<file path="src/rtl/pc_sequencer.sv">
// Program counter, run-state FSM and confirm-button synchroniser.
// Sits just upstream of the control unit and gates datapath writes.
module pc_sequencer #(
    parameter int                ADDR_W   = 10,
    parameter logic [ADDR_W-1:0] RESET_PC = '0,
    parameter int                CNT_W    = 16
) (
    input  logic              clk,
    input  logic              rst_n,
    input  logic              jump,
    input  logic              branch,
    input  logic              jr,
    input  logic              fHalt,
    input  logic              fHaltIN,
    input  logic [ADDR_W-1:0] jump_target,
    input  logic [15:0]       branch_offset,
    input  logic [31:0]       jr_target,
    input  logic              confirm_button,
    output logic [ADDR_W-1:0] pc,
    output logic [ADDR_W-1:0] pc_plus1,
    output logic              commit,
    output logic [1:0]        state,
    output logic [CNT_W-1:0]  retired_count
);

    typedef enum logic [1:0] {
        ST_RUN  = 2'd0,
        ST_HALT = 2'd1,
        ST_WAIT = 2'd2
    } state_e;

    state_e            state_q, state_d;
    logic [ADDR_W-1:0] pc_q, pc_d;
    logic [CNT_W-1:0]  cnt_q, cnt_d;
    logic              s1_q, s2_q, s3_q;

    logic              confirm_pulse;
    logic              commit_w;
    logic [ADDR_W-1:0] pc_inc;
    logic [ADDR_W-1:0] br_off;
    logic [ADDR_W-1:0] br_tgt;

    assign pc_inc        = pc_q + ADDR_W'(1);
    assign br_off        = ADDR_W'($signed(branch_offset));
    assign br_tgt        = pc_inc + br_off;
    assign confirm_pulse = s2_q & ~s3_q;

    always_comb begin
        commit_w = 1'b0;
        if (state_q == ST_RUN && !fHalt && !fHaltIN)
            commit_w = 1'b1;
        if (state_q == ST_WAIT && confirm_pulse)
            commit_w = 1'b1;
        commit_w = commit_w & rst_n;
    end

    always_comb begin
        pc_d = pc_q;
        if (commit_w) begin
            if (jr)
                pc_d = ADDR_W'(jr_target);
            else if (jump)
                pc_d = jump_target;
            else if (branch)
                pc_d = br_tgt;
            else
                pc_d = pc_inc;
        end
    end

    always_comb begin
        state_d = state_q;
        case (state_q)
            ST_RUN: begin
                if (fHalt)
                    state_d = ST_HALT;
                else if (fHaltIN)
                    state_d = ST_WAIT;
            end
            ST_WAIT: begin
                if (confirm_pulse)
                    state_d = ST_RUN;
            end
            ST_HALT: state_d = ST_HALT;
            default: state_d = ST_RUN;
        endcase
    end

    always_comb begin
        cnt_d = cnt_q;
        if (commit_w && cnt_q != '1)
            cnt_d = cnt_q + CNT_W'(1);
    end

    // Sync chain resets high so a button held through reset gives no edge.
    always_ff @(posedge clk or negedge rst_n) begin
        if (!rst_n) begin
            state_q <= ST_RUN;
            pc_q    <= RESET_PC;
            cnt_q   <= '0;
            s1_q    <= 1'b1;
            s2_q    <= 1'b1;
            s3_q    <= 1'b1;
        end else begin
            state_q <= state_d;
            pc_q    <= pc_d;
            cnt_q   <= cnt_d;
            s1_q    <= confirm_button;
            s2_q    <= s1_q;
            s3_q    <= s2_q;
        end
    end

    assign pc            = pc_q;
    assign pc_plus1      = pc_inc;
    assign commit        = commit_w;
    assign state         = state_q;
    assign retired_count = cnt_q;

endmodule

</file>
<file path="config.mk">
export PLATFORM = sky130hd
export DESIGN_NAME = pc_sequencer
export DESIGN_NICKNAME = d
export VERILOG_FILES = /design/src/rtl/pc_sequencer.sv
export SDC_FILE = /design/constraint.sdc
export NUM_CORES = 1
export LEC_CHECK = 0
export BUFFER_PORTS_ARGS = -buffer_cell sky130_fd_sc_hd__buf_4
export CAP_MARGIN = 40
export CORE_UTILIZATION = 46
export CTS_CLUSTER_SIZE = 10
export DETAILED_ROUTE_END_ITERATION = 7
export GPL_ROUTABILITY_DRIVEN = 0
export GPL_TIMING_DRIVEN = 0
export PLACE_DENSITY = 0.84
export SLEW_MARGIN = 25
export SYNTH_ARGS = -nofsm -noshare
export SYNTH_HDL_FRONTEND = slang
export SYNTH_SLANG_ARGS = --single-unit
</file>
<file path="constraint.sdc">
create_clock -name clk -period 3.4 [get_ports clk]
set_input_delay 0.17 -clock clk [delete_from_list [all_inputs] [get_ports clk]]
set_output_delay 0.17 -clock clk [all_outputs]
set_load 0.02 [all_outputs]
</file>
==> run metrics, run 1 <==
TritonCTS Buffers=5; overall power=~1.6 mW; final setup vio count=0; Final ANT Viol Nets=0; area leader, netlist=dfrtp_1; Buffers & Inverters on Critical Path=0; Synth top area share=34.00%; most frequent cells in the layout=buf_4 (75), dfrtp_1 (28), nand2_1 (22), nor2_1 (20), xnor2_1 (19); Resized cells post-CTS=0; final hold violation count=0; FMAX=343.0 MHz; die footprint=0.004751 mm^2; antenna violations before repair=0; Detail Placement HPWL=a little under 4000 um; Residual DRC=0; Hold/Removal Path Class=in -> reg; CTS tree=yes; sequential area share after synthesis=37.83%; worst vdd ir=0.0003890 V; cell family with most CP delay=compound AO/OA/AOI/OAI gates; GR Overflow Total=0; unrepaired setup endpoints after global routing=no; Layout Skew=0.005751 ns; port bufs=75; Ports=105; status=finished, final reports clean; Syn Area/Cell=9.159 um^2; Setup Crit Path Kind=reg -> reg; row count=23; Chip Width=~69 um; crit path DAT=3.07 ns; Slew Viols, Final=0; Routed WL=5011 um; top cells by area, synth=dfrtp_1 (34%), xnor2_1 (8.1%), ha_1 (6.7%), xor2_1 (4.7%), nand2_1 (4.0%); hold_buf cts=2; TritonRoute pass-1 iters=4; initial core utilization=49.73%; DR iter-0 viols=121; Final Util=67.72%; post-route cell area=roughly 0.0028 mm^2; Clock Path Buffers=2; Via-to-Cell Ratio=~5.4; nets=387; Power Dens Cells=~560 mW/mm^2; Slew @ Worst Pin=0.5418 ns; Fillers=350; Max-slew headroom=63.88%; largest net degree at the start of global routing=33; fraction of registers with async set/reset=100.0%; Layout area overhead=36.19%; clock root cell=clkbuf_8; crit start category=register; global-route wire length before repair=7659 um; cells after synthesis=about 230; cells along the critical path=ha_1 -> nand3_1 -> nor2_1 -> xor2_1 -> ha_1 -> a21o_1 -> a21o_1 -> a21o_1 -> a31oi_1 -> mux2i_1 -> xnor2_1 -> a21oi_1; die height=a little under 70 um; Pleak=1.393 nW; # Max-Cap Violations=0; clock sinks=31; YS warnings=0; Final TNS setup=0 ns; Worst path max stage delay=0.43 ns; via count=1960; worst-path cell with the longest stage delay=dfrtp_1; placed instance area=0.002686 mm^2; Seq cells post-synth=31; antenna cells=0; CP dominant cell by count=a21o_1; Mapped Area=around 0.0021 mm^2; htree depth=2; most used flip-flop cell after synthesis=dfrtp_1; later-pin clock latency in the skew report=0.28 ns; fin crit share=85.74%; Setup crit end kind=register; clock slew at reported path FFs=about 0.060 ns; Post-synth EDFFs=0; WL per Instance=13.92 um; Mapped Nets=303; Unique masters post-synth=40; Tmin final=2.915 ns; Total GRT Usage=21.97%; core area=0.004144 mm^2; worst path required time=3.55 ns; vias in the first global route=1758; commonest non-fill, non-tap cell in the layout=buf_4; Post-CTS Setup Repair Bufs=0; layout cells sized above 1=29.68%; Critical Path Fanout Max=6
==> cell type report <==
cell class | instances | area, um^2 | share of cell area (%)
Buffer | 6 | 22.52 | 0.8025
Multi-Input combinational cell | 182 | 1224 | 43.60
Sequential cell | 31 | 779.5 | 27.78
Clock buffer | 8 | 100.1 | 3.567
Timing Repair Buffer | 77 | 583.1 | 20.78
Inverter | 6 | 35.03 | 1.248
Tap cell | 50 | 62.56 | 2.229
==> flip-flops by register name, summed over array words and instances, names as in the netlist <==
name,count
s3_q,1
state,2
s2_q,1
pc,10
retired_count,16
s1_q,1
==> tightest hold or removal path, stage by stage <==
cell and delay [ns]:
buf_4 0.09, nor2_1 0.03, nor2_1 0.07
==> stage by stage <==
step	std cells	hold WS [ns]	worst slack (ns)
floorplan	225	-0.1256	0.3816
global placement	350	0.1261	0.5384
detailed placement	350	0.1287	0.4943
CTS	360	0.1209	0.4840
global route	360	0.1266	0.2335
finish	360	0.1219	0.4848
==> power breakdown <==
part | internal [mW] | switching, mW
registers | 0.421 | 0.0717
clock network | 0.184 | 0.129
logic | 0.357 | 0.422
==> cells in the mapped netlist (2+ instances only) <==
cell type,number
dfrtp_1,28
nand2_1,22
nor2_1,20
xnor2_1,19
a21oi_1,16
nand3_1,15
ha_1,11
xor2_1,11
and3_1,9
o21ai_0,9
nand4_1,7
inv_1,5
nand2b_1,5
a211oi_1,4
a21o_1,4
clkbuf_1,4
dfstp_2,3
mux2i_1,3
o211ai_1,3
a221o_1,2
a31oi_1,2
and4_1,2
buf_1,2
nor2b_1,2
o21bai_1,2
==> layer usage <==
metal	GRT usage (%)	vias to the layer above	share of wire [%]
met5	0	-	0
met2	36.77	69	48
met1	28.05	916	43
met3	4.441	7	7.4
met4	7.398	0	1.2
li1	-	968	-
==> cell families after synthesis <==
logic type,after synthesis,share of synthesized area (%)
AND/OR/NAND/NOR,89,21.86
buffers and inverters,12,2.793
XOR/XNOR,30,12.75
multiplexers,4,2.004
adder cells (fa/ha/maj),12,7.650
AO/OA/AOI/OAI,47,15.12
flip-flops,31,37.83
==> worst paths after layout <==
kind / startpoint / to / slack (ns) / cells after the start
worst max-delay path: pc[0] / pc[9] / 0.48 / 12
min in group asynchronous: rst_n / retired_count[14] / 0.36 / 2
worst min-delay path: fHalt / state[0] / 0.12 / 3
max in group asynchronous: rst_n / s3_q / 2.73 / 2
worst max register to register: pc[0] / pc[9] / 0.48 / 12
worst min register to register: s1_q / s2_q / 0.36 / 0
Power figures use the tool's default switching activity.
==> inputs of run 2 (changes only) <==
--- a/config.mk
+++ b/config.mk
@@ -7,12 +7,14 @@
 export LEC_CHECK = 0
 export BUFFER_PORTS_ARGS = -buffer_cell sky130_fd_sc_hd__buf_4
 export CAP_MARGIN = 40
-export CORE_UTILIZATION = 46
+export CELL_PAD_IN_SITES_DETAIL_PLACEMENT = 1
+export CELL_PAD_IN_SITES_GLOBAL_PLACEMENT = 2
+export CORE_UTILIZATION = 25
 export CTS_CLUSTER_SIZE = 10
 export DETAILED_ROUTE_END_ITERATION = 7
 export GPL_ROUTABILITY_DRIVEN = 0
 export GPL_TIMING_DRIVEN = 0
-export PLACE_DENSITY = 0.84
+export PLACE_DENSITY = 0.82
 export SLEW_MARGIN = 25
 export SYNTH_ARGS = -nofsm -noshare
 export SYNTH_HDL_FRONTEND = slang
==> run 2 against run 1 <==
  * Sequential cell count did not move
  * Setup slack got worse by 0.082 ns
  * Combinational power rose by 0.9%
  * Worst hold slack improved by 0.013 ns
  * Die area rose by 81%
  * Fmax fell by 2.7%
  * Critical path type unchanged
  * Largest power group unchanged
  * Highest routed layer unchanged
==> run metrics, run 2 (synthesis results as in run 1) <==
unrepaired setup endpoints after global routing=no; Via-to-Cell Ratio=4.687 (-14%); Sw Ratio=41.01% (+1.7 points); Power Dens Cells=547.5 mW/mm^2 (-3.0%); Clock Path Buffers=2 (unchanged); Residual DRC=0 (unchanged); die footprint=0.008610 mm^2 (+81%); Final Util=36.35% (-31 points); Setup crit end kind=register; WL per Instance=14.69 um (+5.5%); Pleak=1.384 nW (-0.67%); final hold violation count=0 (unchanged); # Max-Cap Violations=0 (unchanged); fin crit share=88.15% (+2.4 points); Detail Placement HPWL=4887 um (+25%); Chip Width=92.79 um (+35%); clock slew at reported path FFs=0.07 ns (about the same); GR Overflow Total=0 (unchanged); Hold/Removal Path Class=in -> reg; final setup vio count=0 (unchanged); clock sinks=31 (unchanged); Layout area overhead=38.43%; Final ANT Viol Nets=0 (unchanged); max reg flops=16 (unchanged); Post-CTS Setup Repair Bufs=0 (unchanged); sequential share of power=31.7% (+0.6 points); via count=1931 (-1.5%); Total GRT Usage=14.34% (-7.6 points); Max-slew headroom=67.08% (+3.2 points); antenna cells=0 (unchanged); DR iter-0 viols=49 (-60%); Critical Path Fanout Max=6 (unchanged); worst vdd ir=0.0002218 V (-43%); CTS tree=yes; Tmin final=2.997 ns (+0.08197 ns); Slew @ Worst Pin=0.4900 ns (-0.05173 ns); TritonCTS Buffers=5 (unchanged); htree depth=2 (unchanged); layout cells sized above 1=29.35% (-0.32 points); Fillers=962 (+170%); vias in the first global route=1949 (+11%); Net Switching=0.6405 mW (+2.9%); Ports=105 (unchanged); crit start category=register; status=finished, final reports clean; crit path DAT=3.15 ns (+0.08 ns); largest net degree at the start of global routing=33 (unchanged); later-pin clock latency in the skew report=0.28 ns (about the same); post-route cell area=0.002853 mm^2 (+1.6%); row count=32 (+39%); core area=0.007848 mm^2 (+89%); Routed WL=6053 um (+21%); hold path cells=3 (unchanged); clock root cell=clkbuf_8; Setup Crit Path Kind=reg -> reg; Layout Skew=0.003916 ns (-0.001835 ns); antenna violations before repair=0 (unchanged); Slew Viols, Final=0 (unchanged); global-route wire length before repair=9666 um (+26%); Internal Power=0.9215 mW (-4.2%); placed instance area=0.002751 mm^2 (+2.4%); Clock Power Share=18.0% (-1.8 points); Logic pwr share=50.4% (+1.3 points); commonest non-fill, non-tap cell in the layout=buf_4; FMAX=333.7 MHz (-2.7%); Final TNS setup=0 ns (unchanged); worst path required time=3.55 ns (about the same); die height=92.79 um (+35%); initial core utilization=26.26% (-23 points); nets=387 (unchanged); most frequent cells in the layout=buf_4 (75), dfrtp_1 (28), nand2_1 (22), nor2_1 (20), xnor2_1 (19); worst reg2reg path depth=12 (unchanged); port bufs=75 (unchanged); TritonRoute pass-1 iters=4 (unchanged)
-- run 2: final cells by class --
class	instances	area (um^2)	share of cell area, %
Inverter	6	35.03	1.228
Sequential cell	31	779.5	27.32
Clock inverter	1	5.005	0.1754
Tap cell	102	127.6	4.474
Multi-Input combinational cell	182	1224	42.89
Timing Repair Buffer	77	583.1	20.44
Clock buffer	7	76.32	2.675
Buffer	6	22.52	0.7895
-- run 2: repair_timing --
action                    in CTS  in global routing
hold endpoints to repair      29                  0
resized for setup              0                  0
hold buffers                   2                  0
-- run 2: power groups by stage --
stage,Sequential [mW],Clock [mW],Combinational (mW)
2_1_floorplan,0.545,0,0.452
3_3_place_gp,0.503,0,0.785
3_5_place_dp,0.503,0,0.796
4_1_cts,0.498,0.287,0.801
5_1_grt,0.511,0.302,0.870
6_report,0.495,0.280,0.786
-- run 2: per-stage QoR --
step                      std cells  power (mW)  setup slack (ns)  hold WS (ns)
after global placement          402       1.288            0.3801        0.1354
after CTS                       412       1.586            0.3356        0.1322
final                           412       1.562            0.4028        0.1345
after floorplan                 225      0.9972            0.3816       -0.1256
after global routing            412       1.682            0.1608        0.1501
after detailed placement        402       1.299            0.3649        0.1383
-- run 2: worst max-delay path, cell delays in order (launching register included) --
cell and delay [ns]:
dfrtp_1 0.44, ha_1 0.22, nand3_1 0.17, nor2_1 0.15, xor2_1 0.28, ha_1 0.35, a21o_1 0.19, a21o_1 0.17
a21o_1 0.16, a31oi_1 0.21, mux2i_1 0.29, xnor2_1 0.15, a21oi_1 0.09
-- run 2: worst paths after layout --
path	from	to	slack [ns]
worst min-delay path	fHalt	state[0]	0.13
max in group asynchronous	rst_n	s2_q	2.68
worst max-delay path	pc[0]	pc[9]	0.40
worst max register to register	pc[0]	pc[9]	0.40
min in group asynchronous	rst_n	state[1]	0.39
worst min register to register	s1_q	s2_q	0.36
-- run 2: metal layers --
layer	track usage, %	part of all wire [%]	vias to the layer above
met2	22.98	46	44
met5	0	0	-
met4	3.077	0.63	0
met1	19.81	49	916
li1	-	-	967
met3	2.956	4.2	4
==> inputs of run 3 (changes only) <==
--- a/config.mk
+++ b/config.mk
@@ -6,15 +6,15 @@
 export NUM_CORES = 1
 export LEC_CHECK = 0
 export BUFFER_PORTS_ARGS = -buffer_cell sky130_fd_sc_hd__buf_4
-export CAP_MARGIN = 40
+export CAP_MARGIN = 10
 export CELL_PAD_IN_SITES_DETAIL_PLACEMENT = 1
 export CELL_PAD_IN_SITES_GLOBAL_PLACEMENT = 2
-export CORE_UTILIZATION = 25
+export CORE_UTILIZATION = 27
 export CTS_CLUSTER_SIZE = 10
 export DETAILED_ROUTE_END_ITERATION = 7
 export GPL_ROUTABILITY_DRIVEN = 0
 export GPL_TIMING_DRIVEN = 0
-export PLACE_DENSITY = 0.82
+export PLACE_DENSITY = 0.88
 export SLEW_MARGIN = 25
 export SYNTH_ARGS = -nofsm -noshare
 export SYNTH_HDL_FRONTEND = slang
==> constraint.sdc (replaced) <==
create_clock -name clk -period 3.77 [get_ports clk]
set_input_delay 0.1885 -clock clk [delete_from_list [all_inputs] [get_ports clk]]
set_output_delay 0.1885 -clock clk [all_outputs]
set_load 0.02 [all_outputs]
==> run 3 against run 2 <==
  * Fmax shrank 2.2%
  * Cell area grew 0.22%
  * Clock skew up 0.0066 ns
  * Critical path depth is the same
  * Core utilization rose by 2.6 points
  * Largest cell class unchanged
  * Critical path type unchanged
  * Non-clock buffer count did not move
  * Critical endpoint unchanged
  * Via count increased by 2.1%
  * Sequential power decreased by 9.3%
  * Register-to-register slack better by 0.30 ns
==> run metrics, run 3 (synthesis results as in run 1) <==
status=finished, final reports clean; crit path DAT=3.23 ns (+0.08 ns); hold_buf cts=1 (-1); Final ANT Viol Nets=0 (unchanged); Residual DRC=0 (unchanged); port bufs=75 (unchanged); Setup crit end kind=register; crit start category=register; post-place setup slack=0.6747 ns (+0.3098 ns); commonest non-fill, non-tap cell in the layout=buf_4; largest net degree at the start of global routing=33 (unchanged); Post-CTS Setup Repair Bufs=0 (unchanged); Setup Crit Path Kind=reg -> reg; Pleak=1.390 nW (+0.43%); WL per Instance=15.22 um (+3.6%); via count=1972 (+2.1%); Total GRT Usage=16.62% (+2.3 points); overall power=1.437 mW (-8.0%); CTS tree=yes; fin crit share=81.29% (-6.9 points); clock sinks=31 (unchanged); clock root cell=clkbuf_8; die height=89.37 um (-3.7%); Power Dens Cells=502.6 mW/mm^2 (-8.2%); # Max-Cap Violations=0 (unchanged); global-route wire length before repair=9894 um (+2.4%); worst path required time=3.93 ns (+0.38 ns); unrepaired setup endpoints after global routing=no; FMAX=326.3 MHz (-2.2%); final hold violation count=0 (unchanged); Final TNS setup=0 ns (unchanged); setup slack after layout=0.7052 ns (+0.3023 ns); Layout Skew=0.01056 ns (+0.006647 ns); Routed WL=6225 um (+2.8%); GR Overflow Total=0 (unchanged); final cell count without fillers=409 (-0.73%); layout cells sized above 1=29.68% (+0.32 points); DR iter-0 viols=93 (+90%); Detail Placement HPWL=4906 um (+0.38%); initial core utilization=28.11% (+1.9 points); max reg flops=16 (unchanged); Layout area overhead=38.74%; Chip Width=89.37 um (-3.7%); die footprint=0.007986 mm^2 (-7.2%); clock slew at reported path FFs=0.07 ns (about the same); core area=0.007331 mm^2 (-6.6%); TritonCTS Buffers=5 (unchanged); antenna cells=0 (unchanged); row count=31 (-3.1%); most frequent cells in the layout=buf_4 (75), dfrtp_1 (28), nand2_1 (22), nor2_1 (20), xnor2_1 (19); htree depth=2 (unchanged); Post-Place Cells=399 (-0.75%); Clock Path Buffers=2 (unchanged); Max-slew headroom=68.58% (+1.5 points); Tmin final=3.065 ns (+0.06765 ns); Slew @ Worst Pin=0.4678 ns (-0.02227 ns); Ports=105 (unchanged); Hold/Removal Path Class=in -> reg; hold slack=0.1447 ns (+0.01016 ns); worst vdd ir=0.0002377 V (+7.1%); Resized cells post-CTS=0 (unchanged); vias in the first global route=2013 (+3.3%); nets=387 (unchanged); TritonRoute pass-1 iters=4 (unchanged); antenna violations before repair=0 (unchanged); later-pin clock latency in the skew report=0.29 ns (about the same); Critical Path Fanout Max=5 (-1); final setup vio count=0 (unchanged); Via-to-Cell Ratio=4.822 (+2.9%); Slew Viols, Final=0 (unchanged)
run 3: worst paths after layout:
check	end	slack, ns	cells past startpoint	startpoint
worst max-delay path	pc[9]	0.71	12	pc[1]
worst min-delay path	state[0]	0.14	3	fHalt
worst max register to register	pc[9]	0.71	12	pc[1]
worst min register to register	s2_q	0.36	0	s1_q
max in group asynchronous	s3_q	3.02	2	rst_n
min in group asynchronous	retired_count[10]	0.42	2	rst_n
run 3: report_power, final:
| part | switching (mW) | internal (mW) | total, mW |
|---|---|---|---|
| Combinational | 0.390 | 0.324 | 0.714 |
| Sequential | 0.0701 | 0.379 | 0.449 |
| Clock | 0.127 | 0.147 | 0.274 |
run 3: cell type report:
type / count / area, um^2
clock buffer: 7 / 86.33
timing repair buffer: 77 / 583.1
fill: 876 / 4472
inverter: 6 / 35.03
multi-input combinational: 182 / 1224
buffer: 6 / 22.52
sequential: 31 / 779.5
tap: 99 / 123.9
clock inverter: 1 / 5.005
run 3: worst max-delay path: stages, from the launching register on:
cell and delay (ns):
dfrtp_1 0.44, ha_1 0.22, nand3_1 0.21, nor2_1 0.17, xor2_1 0.28, ha_1 0.34, a21o_1 0.20, a21o_1 0.18
a21o_1 0.17, a31oi_1 0.21, mux2i_1 0.30, xnor2_1 0.15, a21oi_1 0.08
run 3: per-stage QoR:
step | util (%) | instance area, um^2
after CTS | 38.86 | 2849
after global routing | 39.00 | 2859
after global placement | 37.48 | 2748
after floorplan | - | 2061
final | 39.00 | 2859
after detailed placement | 37.48 | 2748
run 3: layer usage:
| layer | track usage (%) | vias up | routed length [um] |
|---|---|---|---|
| met4 | 3.463 | 0 | 27 |
| met3 | 4.894 | 2 | 355 |
| met1 | 21.73 | 950 | 2923 |
| met5 | 0 | - | 0 |
| li1 | - | 969 | - |
| met2 | 27.27 | 51 | 2918 |
